## src/rtl/standby_bus_arbiter.sv

```systemverilog
`default_nettype none
// ============================================================================
// standby_bus_arbiter: hands the shared SCL/SDA pair to one standby engine,
// switching owner only while the bus is free.    Revision 1.0
// ============================================================================
module standby_bus_arbiter #(
    parameter int IdleCntWidth = 16
) (
    input  logic                    clk_i,
    input  logic                    rst_ni,
    input  logic                    i2c_standby_en_i,
    input  logic                    i3c_standby_en_i,
    input  logic [IdleCntWidth-1:0] bus_idle_cycles_i,
    input  logic                    bus_scl_i,
    input  logic                    bus_sda_i,
    output logic                    bus_scl_o,
    output logic                    bus_sda_o,
    output logic                    i2c_scl_o,
    output logic                    i2c_sda_o,
    input  logic                    i2c_scl_drv_i,
    input  logic                    i2c_sda_drv_i,
    output logic                    i3c_scl_o,
    output logic                    i3c_sda_o,
    input  logic                    i3c_scl_drv_i,
    input  logic                    i3c_sda_drv_i,
    output logic [1:0]              sel_o,
    output logic                    switch_pending_o,
    output logic                    bus_busy_o
);

    // Owner states share their encoding with sel_o so SWITCH can return directly.
    localparam logic [1:0] ST_NONE   = 2'd0;
    localparam logic [1:0] ST_I2C    = 2'd1;
    localparam logic [1:0] ST_I3C    = 2'd2;
    localparam logic [1:0] ST_SWITCH = 2'd3;

    logic [1:0]              state;
    logic [1:0]              sel;
    logic [1:0]              req;
    logic                    scl_q;
    logic                    sda_q;
    logic                    busy;
    logic [IdleCntWidth-1:0] idle_cnt;
    logic                    lines_high;
    logic                    start_cond;
    logic                    stop_cond;
    logic                    bus_free;

    always_comb begin
        req = ST_NONE;
        if (i3c_standby_en_i) begin
            req = ST_I3C;
        end else if (i2c_standby_en_i) begin
            req = ST_I2C;
        end
    end

    assign lines_high = bus_scl_i & bus_sda_i;
    assign start_cond = scl_q & bus_scl_i & sda_q & ~bus_sda_i;
    assign stop_cond  = scl_q & bus_scl_i & ~sda_q & bus_sda_i;
    assign bus_free   = ~busy & lines_high & (idle_cnt >= bus_idle_cycles_i);

    always_ff @(posedge clk_i or negedge rst_ni) begin
        if (!rst_ni) begin
            scl_q    <= 1'b1;
            sda_q    <= 1'b1;
            busy     <= 1'b0;
            idle_cnt <= '0;
        end else begin
            scl_q <= bus_scl_i;
            sda_q <= bus_sda_i;
            if (start_cond) begin
                busy <= 1'b1;
            end else if (stop_cond) begin
                busy <= 1'b0;
            end
            if (!lines_high || start_cond) begin
                idle_cnt <= '0;
            end else if (idle_cnt != {IdleCntWidth{1'b1}}) begin
                idle_cnt <= idle_cnt + 1'b1;
            end
        end
    end

    always_ff @(posedge clk_i or negedge rst_ni) begin
        if (!rst_ni) begin
            state <= ST_NONE;
            sel   <= ST_NONE;
        end else begin
            case (state)
                ST_SWITCH: begin
                    if (req == sel) begin
                        state <= sel;
                    end else if (bus_free) begin
                        sel   <= req;
                        state <= req;
                    end
                end
                default: begin
                    if (req != state) begin
                        state <= ST_SWITCH;
                    end
                end
            endcase
        end
    end

    // The unselected engine sees a released (idle) bus.
    always_comb begin
        bus_scl_o = 1'b1;
        bus_sda_o = 1'b1;
        i2c_scl_o = 1'b1;
        i2c_sda_o = 1'b1;
        i3c_scl_o = 1'b1;
        i3c_sda_o = 1'b1;
        case (sel)
            ST_I2C: begin
                bus_scl_o = i2c_scl_drv_i;
                bus_sda_o = i2c_sda_drv_i;
                i2c_scl_o = bus_scl_i;
                i2c_sda_o = bus_sda_i;
            end
            ST_I3C: begin
                bus_scl_o = i3c_scl_drv_i;
                bus_sda_o = i3c_sda_drv_i;
                i3c_scl_o = bus_scl_i;
                i3c_sda_o = bus_sda_i;
            end
            default: ;
        endcase
    end

    assign sel_o            = sel;
    assign switch_pending_o = (state == ST_SWITCH);
    assign bus_busy_o       = busy;

endmodule
`default_nettype wire

```

## config.mk

```make
export PLATFORM = sky130hd
export DESIGN_NAME = standby_bus_arbiter
export DESIGN_NICKNAME = d
export VERILOG_FILES = /design/src/rtl/standby_bus_arbiter.sv
export SDC_FILE = /design/constraint.sdc
export NUM_CORES = 1
export LEC_CHECK = 0
export BUFFER_PORTS_ARGS = -buffer_cell sky130_fd_sc_hd__buf_2
export CAP_MARGIN = 15
export CORE_ASPECT_RATIO = 0.75
export CORE_MARGIN = 5
export CORE_UTILIZATION = 53
export CTS_CLUSTER_SIZE = 8
export DETAILED_ROUTE_END_ITERATION = 12
export PLACE_DENSITY = 0.78
export SYNTH_ARGS = -nofsm -noshare
export SYNTH_HDL_FRONTEND = slang
export SYNTH_SLANG_ARGS = --single-unit
```

## constraint.sdc

```tcl
create_clock -name clk_i -period 2.7 [get_ports clk_i]
set_clock_uncertainty 0.2 [all_clocks]
set_input_delay 0.54 -clock clk_i [delete_from_list [all_inputs] [get_ports clk_i]]
set_output_delay 0.54 -clock clk_i [all_outputs]
set_load 0.02 [all_outputs]
```

==> flow_metrics.py, run 1 <==
metrics = {
    "synthesis": {
        "synth_area_leaders": "dfrtp_1 33%, ha_1 15%, nor2_1 4.8%",
        "synth_nets": 226,
        "yosysTopAreaCell": "dfrtp_1",
        "netlist_instances": 181,
        "yosysSeqAreaShare": 0.366,
        "syn_area_um2": 1580,
        "async_reset_ff_frac": 1.00,
        "ys_types": 34,
        "synth_edf_count": 0,
        "synth-seq-cells": 23,
        "ys_warn_count": 0,
        "netlist.area_leader.share": 0.333,
        "syn_area_per_cell_um2": 8.72,
        "ys.flop_type": "dfrtp_1",
    },
    "worst_setup_path": {
        "end_kind": "register",
        "cp-start-kind": "register",
        "worst_path_largest_cell_delay_ns": 0.44,
        "cpMaxStageDelayCell": "dfrtp_1",
        "crit_chain": "ha_1 > a211o_1 > a31oi_1 > o221ai_1 > a31o_2 > nand2_1 > mux2_2",
        "crit_type": "register to register",
        "critical_path_required_ns": 2.65,
        "cp_max_fo": 5,
        "critPathArrivalTime_ns": 2.34,
    },
    "clock_tree": {
        "cts_tree": "done",
        "clock_latency_ns": 0.26,
        "clk_path_buf_depth": 2,
        "cts_resized": 0,
        "htree_levels": 1,
        "cts_buffers": 3,
        "postCtsSetupRepairBufs": 0,
        "cts_root_buffer": "clkbuf_8",
        "clock_sinks": 23,
        "clkSlewWorstSetupHoldPaths_ns": 0.08,
        "ctsHoldBuffers": 0,
    },
    "placement": {
        "dp.cells": 255,
        "place.gp.congestion": 0.788,
        "dp_hpwl_mm": 2.47,
        "pre_cts_ws_ns": 0.0802,
        "port_buffers": 35,
    },
    "status": {
        "outcome": "completed",
    },
    "floorplanning": {
        "chipHeight_um": 57.3,
        "initial_utilization": 0.545,
        "coreArea_um2": 2890,
        "row_count": 17,
        "num_io_pins": 36,
        "dieWidth_um": 73,
        "die_area_um2": 4180,
    },
    "min_path": {
        "hp-class": "input pin to asynchronous set/reset pin",
    },
    "final_layout": {
        "drive_above_1_share": 0.208,
        "final_cell_mix": "35 x buf_2, 21 x dfrtp_1, 20 x nor2_1",
        "final_cells": 259,
        "num-fill-cells": 271,
        "diodes": 0,
        "area_delta_synth_final_pct": 17.7,
        "nets": 267,
        "layout_commonest_cell": "buf_2",
    },
    "grt": {
        "grt_overflow_total": 0,
        "antenna_found_initial": 0,
        "grt_max_degree": 24,
        "grt_pass1_vias": 1279,
        "track_usage": 0.161,
        "grt_pass1_wl_mm": 5.54,
    },
    "detailed_routing": {
        "first_pass_iters": 4,
        "first_iter_violations": 58,
        "viasPerCell": 5.23,
        "ant_nets": 0,
        "post_drt_wl_per_cell_um": 11.7,
        "drc": 0,
        "drt-total-wl_mm": 3.02,
        "num_vias": 1355,
    },
    "power_and_ir_drop": {
        "ir_drop_uv": 265,
        "p_leak_nw": 0.909,
        "p_per_area_nw_per_um2": 353,
        "p_total_uw": 656,
    },
    "sta": {
        "hold_viol": 0,
        "fin_crit_ns": 2.39,
        "worst_pin_slew_ns": 0.501,
        "max_freq_ghz": 0.418,
        "min_period_over_period": 0.887,
        "drv_slew": 0,
        "fin_ws_ns": 0.306,
        "max-slew-margin-rel": 0.666,
        "grt_setup_unrepaired": "false",
        "setup_viol": 0,
        "fin_tns_setup_ns": 0,
    },
    "flow_run": {
        "drv_cap": 0,
    },
}
[cell families after synthesis]
| logic type | synth area share |
|---|---|
| fa+ha+maj | 0.151 |
| simple gates | 0.217 |
| xor+xnor | 0.0611 |
| compound gates | 0.136 |
| buf+inv | 0.0476 |
| flops | 0.366 |
| mux | 0.0206 |
[worst max-delay path, delay by kind of cell (launching register included)]
kind | cells | cell delay, ns
compound gates | 4 | 0.90
flops | 1 | 0.44
mux | 1 | 0.33
fa+ha+maj | 1 | 0.31
simple gates | 1 | 0.10
[state kept, by name, summed over array words and instances, names as in the netlist]
register,flops
idle_cnt,16
sel_o,2
state,2
bus_busy_o,1
scl_q,1
sda_q,1
[cells in the mapped netlist, types with 4 or more instances]
library cell and n:
dfrtp_1 21, nor2_1 20, ha_1 19, inv_1 19, nand2_1 16, a21oi_1 12
nand3_1 10, o21ai_0 7, xor2_1 7, nand2b_1 5, nand4_1 4, nor3_1 4
xnor2_1 4
[worst paths after layout]
path / depth (start not counted) / start / endpoint / slack (ns)
setup / recovery: 7 / idle_cnt[2] / sel_o[0] / 0.31
hold / removal: 1 / rst_ni / bus_busy_o / 0.04
setup reg to reg: 7 / idle_cnt[2] / sel_o[0] / 0.31
hold reg to reg: 1 / idle_cnt[14] / idle_cnt[14] / 0.34
max in group asynchronous: 1 / rst_ni / scl_q / 1.91
min in group clk_i: 1 / bus_sda_i / sda_q / 0.21
[layout make-up]
class / count / area [um2] / share of cell area
multi-input combinational: 138 / 925 / 0.498
inverter: 19 / 71.3 / 0.0384
tap: 38 / 47.5 / 0.0256
clock buffer: 4 / 45.0 / 0.0243
timing repair buffer: 37 / 190 / 0.102
sequential: 23 / 578 / 0.311
[through the flow]
stage,hold slack [ns],area [um2],util
after floorplan,0.0444,1580,-
after global placement,0.332,1810,0.626
after detailed placement,0.328,1810,0.626
after CTS,0.0585,1860,0.642
after global routing,0.0892,1860,0.642
final,0.0391,1860,0.642
[where the power goes]
part	internal [mW]	leakage (nW)	switching (mW)
clock network	0.105	0.0228	0.103
logic	0.0387	0.586	0.0482
registers	0.353	0.300	0.00753
total	0.497	0.909	0.159
[per-layer routing]
layer	track usage	wire (um)	vias up	part of all wire
met2	0.262	1400	21	0.46
met1	0.226	1480	616	0.49
met4	0.0158	12	0	0.0040
li1	-	-	716	-
met3	0.0370	131	2	0.043
met5	0	0	-	0
(Power assumes the default switching activity.)
==> run 2, diff against run 1 <==
Settings changed: PLACE_DENSITY 0.78 to 0.79, RECOVER_POWER from default to 50.
==> run 2 against run 1 <==
  * Cell area fell by 0.34%
  * Die area unchanged
  * First-iteration DRC count down 14%
  * Largest cell class unchanged
  * Sequential share of layout area grew 0.11 points
  * Highest routed layer unchanged
  * Setup slack better by 0.022 ns
==> flow_metrics.py, run 2 (synthesis results as in run 1) <==
metrics = {
    "clock_tree": {
        "cts_buffers": 3,
        "clock_sinks": 23,
        "cts_root_buffer": "clkbuf_8",
        "clk_path_buf_depth": 2,
        "postCtsSetupRepairBufs": 0,
        "cts_resized": 0,
        "cts_tree": "done",
        "ctsHoldBuffers": 0,
        "clock_latency_ns": 0.26,
        "htree_levels": 1,
        "clkSlewWorstSetupHoldPaths_ns": 0.08,
    },
    "sta": {
        "min_period_over_period": 0.879,
        "max_freq_ghz": 0.422,
        "setup_viol": 0,
        "drv_slew": 0,
        "max-slew-margin-rel": 0.193,
        "worst_pin_slew_ns": 1.21,
        "fin_tns_setup_ns": 0,
        "fin_crit_ns": 2.37,
        "hold_viol": 0,
        "fin_hold_ws_ns": 0.215,
        "grt_setup_unrepaired": "false",
    },
    "placement": {
        "port_buffers": 35,
        "dp_hpwl_mm": 2.49,
        "place.gp.congestion": 0.788,
    },
    "floorplanning": {
        "num_io_pins": 36,
        "initial_utilization": 0.545,
        "dieWidth_um": 73,
        "chipHeight_um": 57.3,
        "die_area_um2": 4180,
        "row_count": 17,
        "coreArea_um2": 2890,
    },
    "status": {
        "outcome": "completed",
    },
    "final_layout": {
        "final_cell_mix": "30 x buf_2, 21 x dfrtp_1, 20 x nor2_1",
        "num-fill-cells": 267,
        "layout_commonest_cell": "buf_2",
        "multiInputGateArea_um2": 925,
        "top_register": "idle_cnt",
        "drive_above_1_share": 0.186,
        "largest_register_ffs": 16,
        "nets": 267,
        "diodes": 0,
        "layout.area.seq_um2": 578,
        "area_delta_synth_final_pct": 17.3,
    },
    "detailed_routing": {
        "first_pass_iters": 4,
        "drc": 0,
        "first_iter_violations": 50,
        "wl_met2_mm": 1.38,
        "ant_nets": 0,
        "viasPerCell": 5.32,
        "post_drt_wl_per_cell_um": 12.0,
        "top_layer_used": "met4",
        "num_vias": 1378,
        "drt-total-wl_mm": 3.12,
        "wl_met1_mm": 1.60,
        "dr_wl_met3_um": 113,
    },
    "flow_run": {
        "drv_cap": 0,
    },
    "grt": {
        "track_usage": 0.157,
        "antenna_found_initial": 0,
        "grt_pass1_vias": 1238,
        "grt_overflow_total": 0,
        "grt_pass1_wl_mm": 5.30,
        "grt_max_degree": 24,
    },
    "worst_setup_path": {
        "critical_path_required_ns": 2.65,
        "end_kind": "register",
        "crit_type": "register to register",
        "critPathArrivalTime_ns": 2.32,
        "rr_endpoint": "sel_o[1]",
        "cp-start-kind": "register",
        "cp_max_fo": 5,
        "r2r_start": "idle_cnt[2]",
        "regToRegSetupSlack_ns": 0.33,
        "cp-startpoint": "idle_cnt[2]",
        "critPathCapture": "sel_o[1]",
        "worst_path_largest_cell_delay_ns": 0.44,
        "cpMaxStageDelayCell": "dfrtp_1",
        "crit_chain": "ha_1 > a211o_1 > a31oi_1 > o221ai_1 > a31o_2 > nand2_1 > mux2_2",
        "worstRegToRegCells": 7,
    },
    "power_and_ir_drop": {
        "p_per_area_nw_per_um2": 357,
        "p_leak_nw": 0.895,
        "ir_drop_uv": 268,
    },
    "min_path": {
        "hp-class": "input pin to register",
    },
}
-- run 2: cell types whose count changed in the layout (fill, tap and decap cells not counted), sizes merged --
cell    change
buf         -5
clkbuf      +5
-- run 2: cell type report --
class,instances,area share
Inverter,19,0.0385
Sequential cell,23,0.312
Multi-Input combinational cell,138,0.500
Timing Repair Buffer,37,0.0994
Tap cell,38,0.0257
Clock buffer,4,0.0243
-- run 2: layer usage --
layer / global-route usage / vias up
met3: 0.0423 / 4
met2: 0.251 / 18
met4: 0.0237 / 0
met5: 0 / -
li1: - / 713
met1: 0.218 / 643
-- run 2: worst min path at each step --
stage / slack, ns / depth (start not counted) / end / start
2_1_floorplan: 0.04 / 0 / bus_busy_o / rst_ni
3_3_place_gp: 0.34 / 1 / idle_cnt[15] / rst_ni
3_5_place_dp: 0.33 / 1 / idle_cnt[14] / idle_cnt[14]
4_1_cts: 0.06 / 1 / idle_cnt[15] / rst_ni
5_1_grt: 0.23 / 1 / sda_q / bus_sda_i
6_report: 0.21 / 1 / sda_q / bus_sda_i
-- run 2: worst max-delay path, delay by kind of cell (launching register included) --
kind            cells  cell delay [ns]
fa+ha+maj           1             0.31
flops               1             0.44
compound gates      4             0.87
simple gates        1             0.10
mux                 1             0.33
-- run 2: report_power, final --
part / total [mW] / switching, mW / internal (mW)
combinational: 0.0870 / 0.0491 / 0.0378
sequential: 0.361 / 0.00824 / 0.353
clock: 0.212 / 0.106 / 0.105
-- run 2: through the flow --
| step | setup slack [ns] | cells | power (mW) | util | cell area (um2) |
|---|---|---|---|---|---|
| final | 0.328 | 259 | 0.660 | 0.640 | 1850 |
| after detailed placement | 0.111 | 255 | 0.457 | 0.626 | 1810 |
| after CTS | 0.311 | 259 | 0.668 | 0.642 | 1860 |
| after global routing | 0.212 | 259 | 0.690 | 0.640 | 1850 |
| after floorplan | 0.350 | 181 | 0.414 | - | 1580 |
| after global placement | 0.172 | 255 | 0.454 | 0.626 | 1810 |
==> run 3, diff against run 2 <==
Settings changed: CORE_UTILIZATION 53 to 55, CTS_BUF_LIST from default to sky130_fd_sc_hd__clkbuf_8, PLACE_DENSITY 0.79 to 0.81.
==> run 3 against run 2 <==
  * Via count is 2.3% higher
  * Critical path depth stayed put
  * Sequential power hardly changed
  * Global-route usage is 2.2 points higher
  * Flip-flop and latch count stayed put
  * Utilization is 4.9 points higher
  * Routed wire length is 9.1% higher
==> flow_metrics.py, run 3 (synthesis results as in run 1) <==
metrics = {
    "worst_setup_path": {
        "crit_type": "register to register",
        "critPathArrivalTime_ns": 2.30,
        "critical_path_required_ns": 2.65,
        "cp_max_fo": 5,
        "end_kind": "register",
        "cp-start-kind": "register",
    },
    "sta": {
        "drv_slew": 0,
        "fin_crit_ns": 2.35,
        "hold_viol": 0,
        "grt_setup_unrepaired": "false",
        "fin_tns_setup_ns": 0,
        "min_period_over_period": 0.870,
        "max_freq_ghz": 0.426,
        "setup_viol": 0,
        "worst_pin_slew_ns": 1.21,
        "fin_hold_ws_ns": 0.225,
        "max-slew-margin-rel": 0.191,
        "fin_ws_ns": 0.351,
    },
    "placement": {
        "place.gp.congestion": 0.855,
        "pre_cts_ws_ns": 0.127,
        "port_buffers": 35,
        "placed_area_um2": 1810,
        "dp_hpwl_mm": 2.82,
        "dp.cells": 253,
    },
    "clock_tree": {
        "ctsHoldBuffers": 0,
        "postCtsSetupRepairBufs": 0,
        "cts_tree": "done",
        "clk_path_buf_depth": 2,
        "htree_levels": 1,
        "clkSlewWorstSetupHoldPaths_ns": 0.08,
        "cts_buffers": 3,
        "clock_latency_ns": 0.26,
        "cts_resized": 0,
        "cts_root_buffer": "clkbuf_8",
        "clock_sinks": 23,
    },
    "power_and_ir_drop": {
        "p_total_uw": 657,
        "p_leak_nw": 0.899,
        "p_per_area_nw_per_um2": 355,
        "ir_drop_uv": 306,
    },
    "detailed_routing": {
        "drc": 0,
        "first_iter_violations": 41,
        "drt-total-wl_mm": 3.40,
        "ant_nets": 0,
        "post_drt_wl_per_cell_um": 13.2,
        "viasPerCell": 5.49,
        "num_vias": 1410,
        "first_pass_iters": 4,
    },
    "grt": {
        "grt.met3_usage": 0.0428,
        "grt_max_degree": 24,
        "antenna_found_initial": 0,
        "grtUsageMet1": 0.231,
        "track_usage": 0.180,
        "grt_pass1_wl_mm": 5.94,
        "grt_pass1_vias": 1399,
        "grt_busiest_layer": "met2",
        "use_met2": 0.300,
        "grt_overflow_total": 0,
    },
    "floorplanning": {
        "num_io_pins": 36,
        "dieWidth_um": 71.8,
        "die_area_um2": 4050,
        "chipHeight_um": 56.4,
        "row_count": 16,
        "initial_utilization": 0.588,
        "coreArea_um2": 2680,
    },
    "final_layout": {
        "layout_commonest_cell": "buf_2",
        "nets": 267,
        "diodes": 0,
        "area_delta_synth_final_pct": 17.1,
        "final_util": 0.689,
        "top_register": "idle_cnt",
        "drive_above_1_share": 0.186,
        "finish.instance_area_um2": 1850,
        "largest_register_ffs": 16,
        "final_cells": 257,
        "final_cell_mix": "30 x buf_2, 21 x dfrtp_1, 20 x inv_1, 20 x nor2_1, 19 x ha_1",
    },
    "status": {
        "outcome": "completed",
    },
    "flow_run": {
        "drv_cap": 0,
    },
    "min_path": {
        "hp-class": "input pin to register",
    },
}
==> run 3: final timing paths <==
| check | startpoint | end | slack [ns] | cells past startpoint |
|---|---|---|---|---|
| setup / recovery | idle_cnt[2] | sel_o[1] | 0.35 | 7 |
| hold / removal | bus_sda_i | sda_q | 0.22 | 1 |
| setup reg to reg | idle_cnt[2] | sel_o[1] | 0.35 | 7 |
| hold reg to reg | idle_cnt[14] | idle_cnt[14] | 0.34 | 1 |
| max in group asynchronous | rst_ni | sel_o[1] | 1.28 | 1 |
| min in group asynchronous | rst_ni | idle_cnt[15] | 0.30 | 1 |
==> run 3: critical path, cell delays in order (launching register included) <==
cell	delay, ns
dfrtp_1	0.43
ha_1	0.31
a211o_1	0.29
a31oi_1	0.16
o221ai_1	0.14
a31o_2	0.26
nand2_1	0.10
mux2_2	0.34
==> run 3: where the power goes <==
part / internal (mW) / switching, mW
Clock: 0.102 / 0.106
Combinational: 0.0379 / 0.0509
Sequential: 0.353 / 0.00749
==> run 3: layout make-up <==
class / count / area [um2]
Sequential cell: 23 / 578
Tap cell: 36 / 45.0
Clock buffer: 3 / 41.3
Timing Repair Buffer: 37 / 184
Inverter: 19 / 71.3
Multi-Input combinational cell: 138 / 925
Clock inverter: 1 / 3.75
Fill cell: 223 / 835
==> run 3: routing by layer <==
| metal | up-vias | wire length, um | part of all wire |
|---|---|---|---|
| met3 | 8 | 168 | 0.049 |
| met2 | 30 | 1640 | 0.48 |
| li1 | 718 | - | - |
| met4 | 0 | 62 | 0.018 |
| met5 | - | 0 | 0 |
| met1 | 654 | 1530 | 0.45 |
